==> src/rtl/gcd_sched_pkg.sv <==
// Shared types and default parameters for the GCD request scheduler.
package gcd_sched_pkg;

  typedef enum logic [1:0] {
    S_IDLE = 2'd0,
    S_LOAD = 2'd1,
    S_RUN  = 2'd2,
    S_RESP = 2'd3
  } state_t;

  localparam int DEF_WIDTH          = 16;
  localparam int DEF_NREQ           = 2;
  localparam int DEF_TIMEOUT_CYCLES = 1024;

endpackage

==> src/rtl/gcd_rr_arbiter.sv <==
// Round-robin pick: first valid requester at or after ptr_i, wrapping; purely combinational.
module gcd_rr_arbiter
  import gcd_sched_pkg::*;
#(
  parameter  int NREQ = DEF_NREQ,
  localparam int IW   = $clog2(NREQ)
) (
  input  logic [NREQ-1:0] valid_i,
  input  logic [IW-1:0]   ptr_i,
  output logic [NREQ-1:0] gnt_o,
  output logic [IW-1:0]   idx_o,
  output logic            any_o
);

  logic [IW-1:0] cand;

  always_comb begin
    gnt_o = '0;
    idx_o = '0;
    any_o = 1'b0;
    cand  = '0;
    for (int k = 0; k < NREQ; k++) begin
      cand = IW'((int'(ptr_i) + k) % NREQ);
      if (!any_o && valid_i[cand]) begin
        gnt_o[cand] = 1'b1;
        idx_o       = cand;
        any_o       = 1'b1;
      end
    end
  end

endmodule

==> src/rtl/gcd_sched.sv <==
// Arbitrates NREQ requesters onto one GCD core; zero operands bypass the core (1-cycle), else LOAD/RUN/RESP.
// Response holds until rsp_ready_i; requests see req_ready_o=0 while busy. GCD_SCHED_TIMEOUT_EN adds a RUN watchdog.
module gcd_sched
  import gcd_sched_pkg::*;
#(
  parameter  int WIDTH          = DEF_WIDTH,
  parameter  int NREQ           = DEF_NREQ,
  parameter  int TIMEOUT_CYCLES = DEF_TIMEOUT_CYCLES,
  localparam int IW             = $clog2(NREQ)
) (
  input  logic                  clk_i,
  input  logic                  nreset_i,
  input  logic [NREQ-1:0]       req_valid_i,
  output logic [NREQ-1:0]       req_ready_o,
  input  logic [NREQ*WIDTH-1:0] req_a_i,
  input  logic [NREQ*WIDTH-1:0] req_b_i,
  output logic                  rsp_valid_o,
  input  logic                  rsp_ready_i,
  output logic [IW-1:0]         rsp_id_o,
  output logic [WIDTH-1:0]      rsp_gcd_o,
  output logic                  rsp_err_o,
  output logic                  core_load_o,
  output logic [WIDTH-1:0]      core_a_o,
  output logic [WIDTH-1:0]      core_b_o,
  output logic                  core_enable_o,
  input  logic                  core_finish_i,
  input  logic [WIDTH-1:0]      core_result_i,
  output logic                  busy_o
);

  if (NREQ < 2 || NREQ > 4) begin : g_bad_nreq
    $error("gcd_sched: NREQ must be in 2..4");
  end
  if (TIMEOUT_CYCLES < 1) begin : g_bad_timeout
    $error("gcd_sched: TIMEOUT_CYCLES must be positive");
  end

  logic [WIDTH-1:0] a_arr [NREQ];
  logic [WIDTH-1:0] b_arr [NREQ];

  for (genvar g = 0; g < NREQ; g++) begin : g_unpack
    assign a_arr[g] = req_a_i[g*WIDTH +: WIDTH];
    assign b_arr[g] = req_b_i[g*WIDTH +: WIDTH];
  end

  state_t           state_q, state_d;
  logic [IW-1:0]    ptr_q, ptr_d;
  logic [IW-1:0]    gidx_q, gidx_d;
  logic [WIDTH-1:0] opa_q, opa_d;
  logic [WIDTH-1:0] opb_q, opb_d;
  logic [WIDTH-1:0] res_q, res_d;
  logic             rsp_valid_q, rsp_valid_d;
  logic             core_load_q, core_load_d;
  logic             core_enable_q, core_enable_d;
  logic             busy_q, busy_d;

  logic [NREQ-1:0]  arb_gnt;
  logic [IW-1:0]    arb_idx;
  logic             arb_any;

`ifdef GCD_SCHED_TIMEOUT_EN
  localparam int CW = $clog2(TIMEOUT_CYCLES + 1);
  logic [CW-1:0] cnt_q, cnt_d;
  logic          err_q, err_d;
`endif

  gcd_rr_arbiter #(.NREQ(NREQ)) u_arb (
    .valid_i (req_valid_i),
    .ptr_i   (ptr_q),
    .gnt_o   (arb_gnt),
    .idx_o   (arb_idx),
    .any_o   (arb_any)
  );

  always_comb begin
    state_d = state_q;
    ptr_d   = ptr_q;
    gidx_d  = gidx_q;
    opa_d   = opa_q;
    opb_d   = opb_q;
    res_d   = res_q;
`ifdef GCD_SCHED_TIMEOUT_EN
    cnt_d   = cnt_q;
    err_d   = err_q;
`endif
    case (state_q)
      S_IDLE: begin
        if (arb_any) begin
          gidx_d = arb_idx;
          opa_d  = a_arr[arb_idx];
          opb_d  = b_arr[arb_idx];
`ifdef GCD_SCHED_TIMEOUT_EN
          err_d  = 1'b0;
`endif
          // gcd(x,0) = x and gcd(0,0) = 0, so a zero operand resolves to A|B without the core
          if (a_arr[arb_idx] != '0 && b_arr[arb_idx] != '0) begin
            state_d = S_LOAD;
          end else begin
            res_d   = a_arr[arb_idx] | b_arr[arb_idx];
            state_d = S_RESP;
          end
        end
      end
      S_LOAD: begin
        state_d = S_RUN;
`ifdef GCD_SCHED_TIMEOUT_EN
        cnt_d   = '0;
`endif
      end
      S_RUN: begin
        if (core_finish_i) begin
          res_d   = core_result_i;
          state_d = S_RESP;
        end
`ifdef GCD_SCHED_TIMEOUT_EN
        else if (cnt_q == CW'(TIMEOUT_CYCLES - 1)) begin
          res_d   = '0;
          err_d   = 1'b1;
          state_d = S_RESP;
        end else begin
          cnt_d = cnt_q + 1'b1;
        end
`endif
      end
      S_RESP: begin
        if (rsp_ready_i) begin
          state_d = S_IDLE;
          ptr_d   = (gidx_q == IW'(NREQ - 1)) ? '0 : gidx_q + 1'b1;
        end
      end
      default: state_d = S_IDLE;
    endcase

    rsp_valid_d   = (state_d == S_RESP);
    core_load_d   = (state_d == S_LOAD);
    core_enable_d = (state_d == S_RUN);
    busy_d        = (state_d != S_IDLE);
  end

  always_ff @(posedge clk_i or negedge nreset_i) begin
    if (!nreset_i) begin
      state_q       <= S_IDLE;
      ptr_q         <= '0;
      gidx_q        <= '0;
      opa_q         <= '0;
      opb_q         <= '0;
      res_q         <= '0;
      rsp_valid_q   <= 1'b0;
      core_load_q   <= 1'b0;
      core_enable_q <= 1'b0;
      busy_q        <= 1'b0;
`ifdef GCD_SCHED_TIMEOUT_EN
      cnt_q         <= '0;
      err_q         <= 1'b0;
`endif
    end else begin
      state_q       <= state_d;
      ptr_q         <= ptr_d;
      gidx_q        <= gidx_d;
      opa_q         <= opa_d;
      opb_q         <= opb_d;
      res_q         <= res_d;
      rsp_valid_q   <= rsp_valid_d;
      core_load_q   <= core_load_d;
      core_enable_q <= core_enable_d;
      busy_q        <= busy_d;
`ifdef GCD_SCHED_TIMEOUT_EN
      cnt_q         <= cnt_d;
      err_q         <= err_d;
`endif
    end
  end

  // Accept is combinational so a grant lands in the same cycle; reset forces it low too.
  assign req_ready_o   = (state_q == S_IDLE && nreset_i) ? arb_gnt : '0;
  assign rsp_valid_o   = rsp_valid_q;
  assign rsp_id_o      = gidx_q;
  assign rsp_gcd_o     = res_q;
  assign core_load_o   = core_load_q;
  assign core_a_o      = opa_q;
  assign core_b_o      = opb_q;
  assign core_enable_o = core_enable_q;
  assign busy_o        = busy_q;
`ifdef GCD_SCHED_TIMEOUT_EN
  assign rsp_err_o     = err_q;
`else
  assign rsp_err_o     = 1'b0;
`endif

endmodule

==> config.mk <==
export PLATFORM = sky130hd
export DESIGN_NAME = gcd_sched
export DESIGN_NICKNAME = d
export VERILOG_FILES = /design/src/rtl/gcd_sched_pkg.sv /design/src/rtl/gcd_rr_arbiter.sv /design/src/rtl/gcd_sched.sv
export SDC_FILE = /design/constraint.sdc
export NUM_CORES = 1
export LEC_CHECK = 0
export CORE_ASPECT_RATIO = 1.2
export CORE_MARGIN = 3
export CORE_UTILIZATION = 60
export CTS_BUF_LIST = sky130_fd_sc_hd__clkbuf_4 sky130_fd_sc_hd__clkbuf_8 sky130_fd_sc_hd__clkbuf_16
export DETAILED_ROUTE_END_ITERATION = 6
export DONT_BUFFER_PORTS = 1
export PLACE_DENSITY = 0.76
export SKIP_CTS_REPAIR_TIMING = 1
export SLEW_MARGIN = 10
export SYNTH_ARGS = -nofsm -noshare
export SYNTH_HDL_FRONTEND = slang
export SYNTH_HIERARCHICAL = 1
export SYNTH_SLANG_ARGS = --single-unit
==> constraint.sdc <==
create_clock -name clk_i -period 2.6 [get_ports clk_i]
set_input_delay 0.26 -clock clk_i [delete_from_list [all_inputs] [get_ports clk_i]]
set_output_delay 0.26 -clock clk_i [all_outputs]
set_load 0.005 [all_outputs]
==> metrics.txt <==
Min-Delay Path Class=in2reg; initial antenna violation count=0; drt drc=0; FMAX=0.4435 GHz; post-synthesis mux area share=a little under an eighth; I/O pin cnt=142; CP bufs+invs=2; status=completed; fin crit period=approximately 2300 ps; htree depth=2; core box area=0.004763 mm2; dominant synthesized flop cell=dfrtp_1; vias in the first global route=2404; CTS tree=done; number of synthesis warnings=6; setup tns final=0 ps; Leakage Power=1.363 nW; Design Area, Final=0.003202 mm2; crit path max-delay cell type=dfrtp_1; placed cell areas=0.003067 mm2; crit path launch=ptr_q; worst-path cell chain=inv_1, a21boi_4, nor4b_1, nand4_1, a211oi_1, or3_1, buf_4, o221ai_1; worst vdd ir=0.4599 mV; Max clock buf depth=2; Worst Tran Pin Value=between 500 and 600 ps; reg-to-reg startpoint=ptr_q; Ant. Diodes=0; largest net degree at the start of global routing=67; detailed placement HPWL=approximately 6400 um; TritonCTS Buffers=5; CP Data Arrival Time=roughly 2400 ps; post-route ant nets=0; CTS sink count=56; Port Buffers=0; routed wire length=8314 um; highest cell delay on the worst timing path=380 ps; post-synthesis cell count=313; relative slew slack=64.25%; Startpoint Class=flop; area delta synth->final=4.406%; RePlAce Congestion=0.8659; Placement Setup Slack=between 400 and 500 ps; Crit path max-delay family=compound AO/OA/AOI/OAI gates; PwrDens=~970 mW/mm2; clk_lat worst skew=around 320 ps; All-Layer GR Usage=27.31%; Final period util=just under 90%; via count=2395; Synthesized Nets=~400; RSZ-0062 raised after global routing=false; Avg Vias per Cell=6.580; Simple-Gate Fraction of Synth Area=16.61%; DIE AREA=0.006009 mm2; final setup fails=0; Synth Register Bits=56; starting density of the core=64.38%; Distinct cells, synth=32; Worst-path clk slew=about 90 ps; highest net fanout along the worst path=16; NumNets Final=roughly 390; Mapped Avg Cell Area=9.798 um2; detailed router's first-iteration violation count=164; Synth async-reset ratio=100.0%; Slew Limit Fails=0; Pwr Total=0.003120 W; setup ws final=345.1 ps; Crit path required time=2780 ps; post-DR wirelength/cell=22.84 um; Post-synth EDFFs=0; hold_ws=48.87 ps; hold_sp=rsp_ready_i; Root Driver=clkbuf_8; total global routing overflow=0; # rows=27; Fin. Hold Viols=0; area of the mapped netlist=0.003067 mm2; final clock skew=roughly 6.2 ps; share of cells above drive strength 1=under 10%; drt pass-1 iters=4; largest family of logic cells by synthesized area=compound AO/OA/AOI/OAI gates; xor/xnor share of the synthesized area=0%; max cap viols=0; Seq/Total Area, Yosys=45.70%; first-pass GRT wire length=12670 um; Die H=84.32 um; Compound-Gate Fraction of Synth Area=19.71%; CP endpoint kind=flop; Post-Synth Adder-Cell Area=0%; Die X=71.27 um; critical path class=reg2reg
## routing by layer
metal / up-vias / wire length (um) / global-route usage, %
li1: 1117 / - / -
met1: 1140 / 3085 / 31.79
met2: 122 / 4152 / 45.23
met3: 16 / 892 / 11.14
met4: 0 / 183 / 9.231
met5: - / 0 / 0
## worst paths after layout
kind,end,slack [ps],depth (start not counted)
worst max register to register,rsp_gcd_o[3],350,8
worst max-delay path,rsp_gcd_o[3],350,8
worst min-delay path,state_q[0],50,1
max in group asynchronous,busy_o,1900,2
worst min register to register,core_a_o[13],510,2
min in group asynchronous,core_a_o[5],460,2
## cell usage after synthesis (all sizes together) (2+ instances only)
cell,number,area share [%]
buf,12,3.1
o22ai,2,0.61
nor3,4,0.65
or2,2,0.41
dfrtp,56,46
o21ai,34,5.5
o32ai,16,4.6
nand2b,17,3.5
nand4,4,0.82
a21boi,5,1.2
nand2,53,6.5
clkbuf,10,1.2
mux2i,35,11
nor4,12,2.4
inv,17,2.1
o221ai,16,6.8
nor2,6,0.73
nand3,2,0.33
and3,2,0.41
## layout by cell type, fill, tap and decap left out
master | synthesis | routed
and3_1 | 2 | 2
o221ai_2 | 11 | 11
buf_4 | 1 | 4
nand4_1 | 4 | 4
a22oi_1 | 1 | 1
a21oi_1 | 1 | 1
nand3_1 | 2 | 2
or2_1 | 2 | 2
nor3_1 | 4 | 4
nor2_1 | 6 | 6
mux2i_1 | 35 | 35
buf_16 | 0 | 1
nand2b_1 | 17 | 17
clkinvlp_4 | 0 | 1
nor4_1 | 12 | 12
o32ai_1 | 16 | 16
clkbuf_8 | 0 | 6
conb_1 | 1 | 1
nand2_1 | 53 | 53
o22ai_1 | 1 | 1
a211oi_1 | 1 | 1
inv_1 | 17 | 17
clkbuf_4 | 0 | 1
o31a_1 | 1 | 1
a21boi_4 | 0 | 1
dlygate4sd3_1 | 0 | 1
a21boi_0 | 5 | 4
o22ai_2 | 1 | 1
or3_1 | 1 | 1
nor4b_1 | 1 | 1
or3b_4 | 1 | 1
o221ai_1 | 5 | 5
o21ai_0 | 34 | 34
buf_12 | 1 | 1
dfrtp_1 | 56 | 56
## cell type report
cell class                      count  area [um2]
Inverter                           17       63.81
Sequential cell                    56        1401
Fill cell                         396        1562
Clock inverter                      1       7.507
Multi-Input combinational cell    218        1479
Timing Repair Buffer                7       87.58
Clock buffer                        7       90.09
Tap cell                           58       72.57
## state kept, by name, indices dropped and copies added (netlist names)
| signal | cells |
|---|---|
| core_load_o | 1 |
| core_a_o | 16 |
| core_enable_o | 1 |
| rsp_gcd_o | 16 |
| rsp_valid_o | 1 |
| state_q | 2 |
| core_b_o | 16 |
| rsp_id_o | 1 |
| busy_o | 1 |
| ptr_q | 1 |
## cell families (layout without fill, tap and decap cells)
kind of cell,Yosys count,count (layout)
and+or+nand+nor,105,105
AOI/OAI and AO/OA,77,77
DFF,56,56
buffers and inverters,39,32
muxes,35,35
other,1,1
## per-stage QoR
stage | utilization [%] | instances
after global placement | 64.38 | 354
final | 67.22 | 364
after floorplan | - | 313
after detailed placement | 64.38 | 354
after CTS | 66.43 | 362
after global routing | 67.22 | 364
## report_power, final
part	switching, W	internal (W)
clock network	0.000284	0.000228
logic	0.000531	0.000426
registers	0.000363	0.00129
Note: power is estimated with default switching activity, not from simulation.
